`config.mk`:
```
export PLATFORM = sky130hd
export DESIGN_NAME = packet_router
export DESIGN_NICKNAME = d
export VERILOG_FILES = /design/src/rtl/pkt_pkg.sv /design/src/rtl/pkt_fifo.sv /design/src/rtl/packet_router.sv
export SDC_FILE = /design/constraint.sdc
export NUM_CORES = 1
export LEC_CHECK = 0
export ABC_CLOCK_PERIOD_IN_PS = 7900
export BUFFER_PORTS_ARGS = -buffer_cell sky130_fd_sc_hd__buf_4
export CAP_MARGIN = 20
export CORE_UTILIZATION = 60
export CTS_CLUSTER_DIAMETER = 60
export DETAILED_ROUTE_END_ITERATION = 8
export PLACE_DENSITY = 0.81
export SLEW_MARGIN = 20
export SYNTH_ARGS = -nofsm -noshare
export SYNTH_HDL_FRONTEND = slang
export SYNTH_SLANG_ARGS = --single-unit
```
`constraint.sdc`:
```
create_clock -name clk -period 7.9 [get_ports clk]
set_input_delay 0.395 -clock clk [delete_from_list [all_inputs] [get_ports clk]]
set_output_delay 0.395 -clock clk [all_outputs]
set_load 0.05 [all_outputs]
```
`src/rtl/pkt_pkg.sv`:
```
// Shared types for the packet router: beat format, packet types and router FSM states.
// Imported by the router top and its input FIFO.
package pkt_pkg;

  localparam int PORTS = 4;

  typedef enum logic [1:0] {
    DATA     = 2'd0,
    CONTROL  = 2'd1,
    RESPONSE = 2'd2,
    RESERVED = 2'd3
  } packet_type_t;

  typedef struct packed {
    logic [1:0]   dest;
    packet_type_t ptype;
    logic [7:0]   payload;
    logic         eop;
  } pkt_beat_t;

  typedef enum logic [1:0] {
    IDLE = 2'd0,
    FWD  = 2'd1,
    DROP = 2'd2
  } router_state_t;

  function automatic logic [PORTS-1:0] port_onehot(input logic [1:0] port);
    logic [PORTS-1:0] v;
    v       = '0;
    v[port] = 1'b1;
    return v;
  endfunction

endpackage

```
`src/rtl/pkt_fifo.sv`:
```
// Show-ahead synchronous FIFO with asynchronous active-high reset.
// full_nxt exposes next-cycle fullness so the owner can register a ready flag.
module pkt_fifo
  import pkt_pkg::*;
#(
  parameter int WIDTH = $bits(pkt_beat_t),
  parameter int DEPTH = 8
) (
  input  logic             clk,
  input  logic             reset,
  input  logic             push,
  input  logic [WIDTH-1:0] wdata,
  input  logic             pop,
  output logic [WIDTH-1:0] rdata,
  output logic             full,
  output logic             empty,
  output logic             full_nxt
);

  localparam int            AW       = (DEPTH > 1) ? $clog2(DEPTH) : 1;
  localparam logic [AW:0]   FULL_CNT = (AW + 1)'(DEPTH);
  localparam logic [AW:0]   CNT_ONE  = 1;
  localparam logic [AW-1:0] PTR_ONE  = 1;

  logic [WIDTH-1:0] mem_q [DEPTH];
  logic [AW-1:0]    wr_ptr_q, wr_ptr_d;
  logic [AW-1:0]    rd_ptr_q, rd_ptr_d;
  logic [AW:0]      count_q, count_d;
  logic             do_push, do_pop;

  // A full FIFO refuses writes even when a pop frees a slot in the same cycle.
  assign full     = (count_q == FULL_CNT);
  assign empty    = (count_q == '0);
  assign do_push  = push && !full;
  assign do_pop   = pop && !empty;
  assign rdata    = mem_q[rd_ptr_q];
  assign full_nxt = (count_d == FULL_CNT);

  // NOTE: every signal assigned in always_comb gets a default first, so no latch is inferred.
  always_comb begin
    wr_ptr_d = wr_ptr_q;
    rd_ptr_d = rd_ptr_q;
    count_d  = count_q;
    if (do_push) wr_ptr_d = wr_ptr_q + PTR_ONE;
    if (do_pop)  rd_ptr_d = rd_ptr_q + PTR_ONE;
    if (do_push && !do_pop)      count_d = count_q + CNT_ONE;
    else if (!do_push && do_pop) count_d = count_q - CNT_ONE;
  end

  // NOTE: sequential state uses non-blocking assignments so all flops update together.
  always_ff @(posedge clk or posedge reset) begin
    if (reset) begin
      wr_ptr_q <= '0;
      rd_ptr_q <= '0;
      count_q  <= '0;
    end else begin
      wr_ptr_q <= wr_ptr_d;
      rd_ptr_q <= rd_ptr_d;
      count_q  <= count_d;
    end
  end

  // NOTE: storage is not reset; the occupancy count alone decides what is valid.
  always_ff @(posedge clk) begin
    if (do_push) mem_q[wr_ptr_q] <= wdata;
  end

endmodule

```
`src/rtl/packet_router.sv`:
```
// Packet router: buffers beats, steers whole packets to one of four ports by the
// first beat's dest, drops RESERVED packets and counts forwarded/dropped packets.
module packet_router
  import pkt_pkg::*;
#(
  parameter int DEPTH = 8,
  parameter int CNT_W = 16
) (
  input  logic                   clk,
  input  logic                   reset,
  input  logic                   in_valid,
  output logic                   in_ready,
  input  logic [1:0]             in_dest,
  input  logic [1:0]             in_type,
  input  logic [7:0]             in_payload,
  input  logic                   in_eop,
  output logic [PORTS-1:0]       out_valid,
  input  logic [PORTS-1:0]       out_ready,
  output logic [1:0]             out_type,
  output logic [7:0]             out_payload,
  output logic                   out_eop,
  output logic [PORTS*CNT_W-1:0] fwd_cnt,
  output logic [CNT_W-1:0]       drop_cnt
);

  localparam logic [CNT_W-1:0] CNT_ONE = 1;

  pkt_beat_t                   in_beat, head;
  logic [$bits(pkt_beat_t)-1:0] head_raw;
  logic                        push, pop;
  logic                        fifo_full, fifo_empty, fifo_full_nxt;
  logic                        in_ready_q;
  router_state_t               state_q, state_d;
  logic [1:0]                  port_q, port_d;
  logic [CNT_W-1:0]            fwd_cnt_q [PORTS];
  logic [CNT_W-1:0]            fwd_cnt_d [PORTS];
  logic [CNT_W-1:0]            drop_cnt_q, drop_cnt_d;

  assign in_beat  = '{dest: in_dest, ptype: packet_type_t'(in_type),
                      payload: in_payload, eop: in_eop};
  assign push     = in_valid && in_ready_q;
  assign head     = pkt_beat_t'(head_raw);
  assign in_ready = in_ready_q;
  assign drop_cnt = drop_cnt_q;

  pkt_fifo #(.WIDTH($bits(pkt_beat_t)), .DEPTH(DEPTH)) u_fifo (
    .clk      (clk),
    .reset    (reset),
    .push     (push),
    .wdata    (in_beat),
    .pop      (pop),
    .rdata    (head_raw),
    .full     (fifo_full),
    .empty    (fifo_empty),
    .full_nxt (fifo_full_nxt)
  );

  for (genvar p = 0; p < PORTS; p++) begin : g_fwd_cnt
    assign fwd_cnt[p*CNT_W +: CNT_W] = fwd_cnt_q[p];
  end

  always_comb begin
    state_d     = state_q;
    port_d      = port_q;
    fwd_cnt_d   = fwd_cnt_q;
    drop_cnt_d  = drop_cnt_q;
    pop         = 1'b0;
    out_valid   = '0;
    out_type    = '0;
    out_payload = '0;
    out_eop     = 1'b0;
    unique case (state_q)
      IDLE: begin
        if (!fifo_empty) begin
          port_d  = head.dest;
          state_d = (head.ptype == RESERVED) ? DROP : FWD;
        end
      end
      FWD: begin
        out_type    = head.ptype;
        out_payload = head.payload;
        out_eop     = head.eop;
        if (!fifo_empty) out_valid = port_onehot(port_q);
        // Only the selected port's ready is looked at, so unselected X cannot leak.
        pop = !fifo_empty && out_ready[port_q];
        if (pop && head.eop) begin
          fwd_cnt_d[port_q] = fwd_cnt_q[port_q] + CNT_ONE;
          state_d           = IDLE;
        end
      end
      DROP: begin
        pop = !fifo_empty;
        if (pop && head.eop) begin
          drop_cnt_d = drop_cnt_q + CNT_ONE;
          state_d    = IDLE;
        end
      end
      default: state_d = IDLE;
    endcase
  end

  always_ff @(posedge clk or posedge reset) begin
    if (reset) begin
      state_q    <= IDLE;
      port_q     <= '0;
      in_ready_q <= 1'b0;
      fwd_cnt_q  <= '{default: '0};
      drop_cnt_q <= '0;
    end else begin
      state_q    <= state_d;
      port_q     <= port_d;
      in_ready_q <= !fifo_full_nxt;
      fwd_cnt_q  <= fwd_cnt_d;
      drop_cnt_q <= drop_cnt_d;
    end
  end

endmodule

```
==> results_dict.tcl, run 1 <==
set metrics [dict create \
    status "completed" \
    synth.avg_cell_area_um2 14.9 \
    drt_iter0_drc 460 \
    grt_pass1_vias 5472 \
    port_buffers 115 \
    stdcell_count 898 \
    overflow 0 \
    avgRoutedWirePerCell_um 20.4 \
    whs_ps 195 \
    maxCapViolations 0 \
    required_ps 7510 \
    hp-class "in -> reg" \
    via_per_inst 6.12 \
    ys_seq_elements 199 \
    worstPathArrival_ps 2900 \
    multi_input_area_mm2 0.00307 \
    drive_gt1_share_pct 35.1 \
    setup_tns_ps 0 \
    tightestPinTransition_ps 930 \
    seqCellArea_mm2 0.00550 \
    area_growth_pct 19.6 \
    track_usage_pct 25.9 \
    critical_path_class "reg -> out" \
    period_needed_ps 3300 \
    htree_levels 4 \
    cts.sinks 199 \
    antenna_left 0 \
    die_w_um 123 \
    yosys_warnings 0 \
    place.gp.congestion 0.852 \
    fin_worst_skew_ps 11.1 \
    remaining_drc_errors 0 \
    cts_resized 0 \
    synth-edff-count 104 \
    period_share_pct 41.7 \
    fill_cells 859 \
    dp_cells 866 \
    p_leak_nw 4.18 \
    start_util_pct 62.1 \
    hold_viol_final 0 \
    cts_tree "yes" \
    cts_hold_buffers 0 \
    crit_path_max_fanout 28 \
    die-area_mm2 0.0150 \
    clkSlewWorstSetupHoldPaths_ps 70 \
    dp_hpwl_mm 11.8 \
    final-max-slew-violation-count 0 \
    first_pass_iters 5 \
    diodes 0 \
    synth_fp_nets 613 \
    core_mm2 0.0140 \
    async_flop_share_pct 47.7 \
    cts.path.max_buffers 2 \
    p_per_area_mw_per_mm2 446 \
    slew-limit-headroom_pct 36.8 \
    routed_wl_mm 18.3 \
    num_io_pins 116 \
    clock.fmax_mhz 303 \
    ys_seq_area_share_pct 63.1 \
    syn_inst 584 \
    final_cell_mix "129 x buf_4, 104 x edfxtp_1, 94 x dfrtp_1" \
    cts-buffers-inserted 17 \
    grt_max_degree 96 \
    peakVddDrop_v 0.000241 \
    fp-row-count 43 \
    ys_types 57 \
    cp-start-kind "flop" \
    ctsRootBufferMaster "clkbuf_16" \
    nNetsFinal 734 \
    via_count 5495 \
    antenna_found_initial 0 \
    cts_setup_buffers 0 \
    final_common_cell "buf_4" \
    grt_first_pass_wirelength_mm 28.5 \
    synthFlopType "edfxtp_1" \
    die_h_um 123 \
    clock_latency_ps 430 \
    endpoint_kind "output pin" \
    setup_viol 0 \
    rsz0062_at_grt "no" \
    synthesis.area_mm2 0.00871 \
]
## path summary, 6_finish.rpt
path                               startpoint                  to  slack, ps  depth (start not counted)
max                        u_fifo.rd_ptr_q[0]             out_eop       4600                          5
min                             in_payload[6]  u_fifo.mem_q[7][7]        190                          1
max reg2reg                u_fifo.rd_ptr_q[0]         fwd_cnt[33]       4980                          6
min reg2reg                      drop_cnt[15]        drop_cnt[15]        490                          1
max in group asynchronous               reset  u_fifo.rd_ptr_q[1]       7080                          3
min in group asynchronous               reset         fwd_cnt[27]        220                          3
## flip-flops by register name (all words and copies together) (netlist names)
| name | cells |
|---|---|
| u_fifo.mem_q | 104 |
| fwd_cnt | 64 |
| drop_cnt | 16 |
| u_fifo.count_q | 4 |
| u_fifo.rd_ptr_q | 3 |
| u_fifo.wr_ptr_q | 3 |
| port_q | 2 |
| state_q | 2 |
| in_ready | 1 |
## cell usage after synthesis (all sizes together), types with 2 or more instances
cell type | count | share of area (%)
a2111oi | 2 | 0.27
a21o | 2 | 0.17
a21oi | 46 | 2.6
and3 | 6 | 0.43
and4 | 3 | 0.30
buf | 15 | 1.1
clkbuf | 13 | 0.57
dfrtp | 95 | 27
edfxtp | 104 | 36
ha | 9 | 1.3
inv | 12 | 0.52
mux2 | 22 | 2.8
mux2i | 15 | 1.8
mux4 | 43 | 11
nand2 | 19 | 0.85
nand3 | 14 | 0.86
nand4 | 8 | 0.82
nor2 | 71 | 3.1
nor3 | 13 | 0.75
nor3b | 3 | 0.32
nor4 | 8 | 1.4
nor4b | 4 | 0.47
o211ai | 2 | 0.17
o21a | 2 | 0.17
o21ai | 5 | 0.29
o31ai | 2 | 0.17
xnor2 | 24 | 2.4
xor2 | 11 | 1.1
## stage by stage
| stage | power (mW) | instance area (µm²) | util [%] | setup slack [ps] |
|---|---|---|---|---|
| after floorplan | 3.19 | 8710 | - | 4530 |
| after global placement | 3.71 | 9810 | 69.8 | 4690 |
| after detailed placement | 3.79 | 9810 | 69.9 | 4600 |
| after CTS | 4.67 | 10400 | 74.2 | 4390 |
| after global routing | 4.87 | 10400 | 74.2 | 4370 |
| final | 4.65 | 10400 | 74.2 | 4600 |
## cell type report
cell class / count / area share (%)
Sequential cell: 199 / 52.8
Multi-Input combinational cell: 345 / 29.4
Timing Repair Buffer: 130 / 9.40
Clock buffer: 23 / 5.01
Tap cell: 180 / 2.16
Clock inverter: 9 / 0.804
Inverter: 12 / 0.444
## power by group
part	leakage, nW	internal [mW]	total, mW	switching (mW)
Combinational	1.76	0.774	2.16	1.39
Sequential	2.12	1.35	1.62	0.270
Clock	0.304	0.500	0.867	0.368
Total	4.18	2.63	4.65	2.02
## kinds of logic (layout without fill, tap and decap cells)
logic type	after synthesis	after routing	synth area share, %
fa+ha+maj	9	9	1.29
buf+inv	40	174	2.20
mux	80	80	15.7
compound gates	67	67	4.45
xor+xnor	35	35	3.52
flops	199	199	63.1
simple gates	154	154	9.69
## critical path, cell delays in order, from the launching register on
cell,delay [ps]
dfrtp_1,320
buf_4,450
mux4_2,580
mux2i_2,750
nor2_1,140
buf_4,240
## per-layer routing
metal / global-route usage, % / up-vias / part of all wire [%]
li1: - / 2444 / -
met1: 33.5 / 2781 / 40
met2: 44.0 / 248 / 52
met3: 4.88 / 22 / 6.2
met4: 9.38 / 0 / 1.3
met5: 0 / - / 0
Power figures use the tool's default switching activity.
==> run 2: changes to the inputs <==
--- a/config.mk
+++ b/config.mk
@@ -5,13 +5,13 @@
 export SDC_FILE = /design/constraint.sdc
 export NUM_CORES = 1
 export LEC_CHECK = 0
-export ABC_CLOCK_PERIOD_IN_PS = 7900
+export ABC_CLOCK_PERIOD_IN_PS = 3100
 export BUFFER_PORTS_ARGS = -buffer_cell sky130_fd_sc_hd__buf_4
 export CAP_MARGIN = 20
-export CORE_UTILIZATION = 60
+export CORE_UTILIZATION = 58
 export CTS_CLUSTER_DIAMETER = 60
 export DETAILED_ROUTE_END_ITERATION = 8
-export PLACE_DENSITY = 0.81
+export PLACE_DENSITY = 0.78
 export SLEW_MARGIN = 20
 export SYNTH_ARGS = -nofsm -noshare
 export SYNTH_HDL_FRONTEND = slang
==> constraint.sdc (replaced) <==
create_clock -name clk -period 3.1 [get_ports clk]
set_input_delay 0.155 -clock clk [delete_from_list [all_inputs] [get_ports clk]]
set_output_delay 0.155 -clock clk [all_outputs]
set_load 0.05 [all_outputs]
==> results_dict.tcl, run 2 (same netlist as run 1, synthesis figures left out) <==
set metrics [dict create \
    status "completed" \
    met1_usage_pct 34.6 \
    clkPwrFrac_pct 18.2 \
    remaining_drc_errors 0 \
    dp_hpwl_mm 12.7 \
    net-switching-power_mw 5.34 \
    via_count 5570 \
    path_cells "mux4_2, mux2i_2, buf_4, nor2_1, buf_4" \
    power_frac_comb_pct 47.7 \
    tightestPinTransition_ps 807 \
    critical_path_class "reg -> out" \
    setup_viol 0 \
    htree_levels 4 \
    stdcell_count 923 \
    avgRoutedWirePerCell_um 20.4 \
    gr-usage-met3_pct 5.37 \
    critPathLaunch "u_fifo.rd_ptr_q[1]" \
    cts.path.max_buffers 2 \
    rsz0062_at_grt "no" \
    slew-limit-headroom_pct 46.2 \
    fp-row-count 44 \
    period_share_pct 88.2 \
    fill_cells 944 \
    maxCapViolations 0 \
    p_leak_nw 4.26 \
    cts_tree "yes" \
    worst_r2r_path_depth 6 \
    final_cell_mix "137 x buf_4, 104 x edfxtp_1, 95 x dfrtp_1" \
    p_per_area_mw_per_mm2 1120 \
    crit_path_max_fanout 11 \
    cts.sinks 199 \
    dp_cells 877 \
    final-max-slew-violation-count 0 \
    start_util_pct 59.7 \
    grt.busiest_layer "met2" \
    num_io_pins 116 \
    hp-class "in -> async" \
    cts-buffers-inserted 17 \
    final_common_cell "buf_4" \
    clock_latency_ps 430 \
    cp-start-kind "flop" \
    antenna_left 0 \
    crit_top_cell "buf_4" \
    clkSlewWorstSetupHoldPaths_ps 80 \
    endpoint_kind "output pin" \
    port_buffers 115 \
    worstPathArrival_ps 2580 \
    drt_iter0_drc 320 \
    swShare_pct 44.8 \
    slowest_stage "dfrtp_1" \
    required_ps 2940 \
    period_needed_ps 2730 \
    first_pass_iters 5 \
    die_w_um 125 \
    die-area_mm2 0.0155 \
    ctsRootBufferMaster "clkbuf_16" \
    die_h_um 125 \
    cp_slowest_stage_delay_ps 690 \
    top_register "u_fifo.mem_q" \
    hold_viol_final 0 \
    grt_first_pass_wirelength_mm 30.4 \
    p_int_mw 6.57 \
    setup_tns_ps 0 \
    overflow 0 \
    peakVddDrop_v 0.000606 \
    via_per_inst 6.03 \
    grt_max_degree 37 \
    diodes 0 \
    fin_worst_skew_ps 9.06 \
    seqPwrFrac_pct 34.2 \
    grt_pass1_vias 5620 \
    area_growth_pct 21.7 \
    nNetsFinal 755 \
    largest_register_ffs 104 \
    met2_usage_pct 41.5 \
    cts_setup_buffers 0 \
    core_mm2 0.0146 \
    drive_gt1_share_pct 34.9 \
    track_usage_pct 25.5 \
    place.gp.congestion 0.847 \
    reg2reg_from "port_q[1]" \
    antenna_found_initial 0 \
    clock.fmax_mhz 366 \
    routed_wl_mm 18.8 \
]
==> run 2: path summary, 6_finish.rpt <==
path / to / slack, ps
worst max-delay path: out_eop / 370
worst min-delay path: drop_cnt[13] / 280
worst max register to register: fwd_cnt[50] / 500
worst min register to register: drop_cnt[15] / 490
max in group asynchronous: fwd_cnt[35] / 2010
min in group clk: u_fifo.wr_ptr_q[1] / 360
==> run 2: final cells by class <==
cell class              count  area (µm²)  area share (%)
clock buffers              17         425            4.01
multi-input cells         345        3060            28.9
well taps                 184         230            2.17
inverters                  12        46.3           0.437
repair buffers            151        1170            11.0
flip-flops and latches    199        5500            51.9
clock inverters            15         173            1.63
==> run 2: metal layers <==
metal  share of wire (%)  wire (µm)  up-vias
li1                    -          -     2482
met1                  42       7830     2823
met2                  50       9480      228
met3                 6.1       1150       37
met4                 1.8        343        0
met5                   0          0        -
==> run 2: metrics by stage <==
stage	hold slack [ps]	util (%)	area [µm²]	power [mW]	setup slack [ps]
finish	283	72.7	10600	11.9	366
floorplan	254	-	8730	8.13	249
global placement	174	67.6	9870	9.55	626
CTS	271	72.7	10600	11.9	350
detailed placement	183	67.6	9870	9.73	536
global route	305	72.7	10600	12.5	237
==> run 2: power groups by stage <==
stage	sequential (mW)	clock, mW	combinational [mW]
floorplan	5.06	0	3.07
detailed placement	4.11	0	5.63
finish	4.07	2.16	5.68
global route	4.15	2.30	6.03
CTS	4.05	2.20	5.69
global placement	4.04	0	5.51
==> run 2: worst max-delay path: cells and delay by family, from the launching register on <==
| kind | cells | cell delay (ps) |
|---|---|---|
| buffers and inverters | 2 | 490 |
| AND/OR/NAND/NOR | 1 | 70 |
| flip-flops | 1 | 690 |
| multiplexers | 2 | 900 |
==> run 2: timing repair <==
action                    4_1_cts  5_1_grt
hold buffers                   14        0
resized for setup               0        0
hold endpoints to repair      128        0
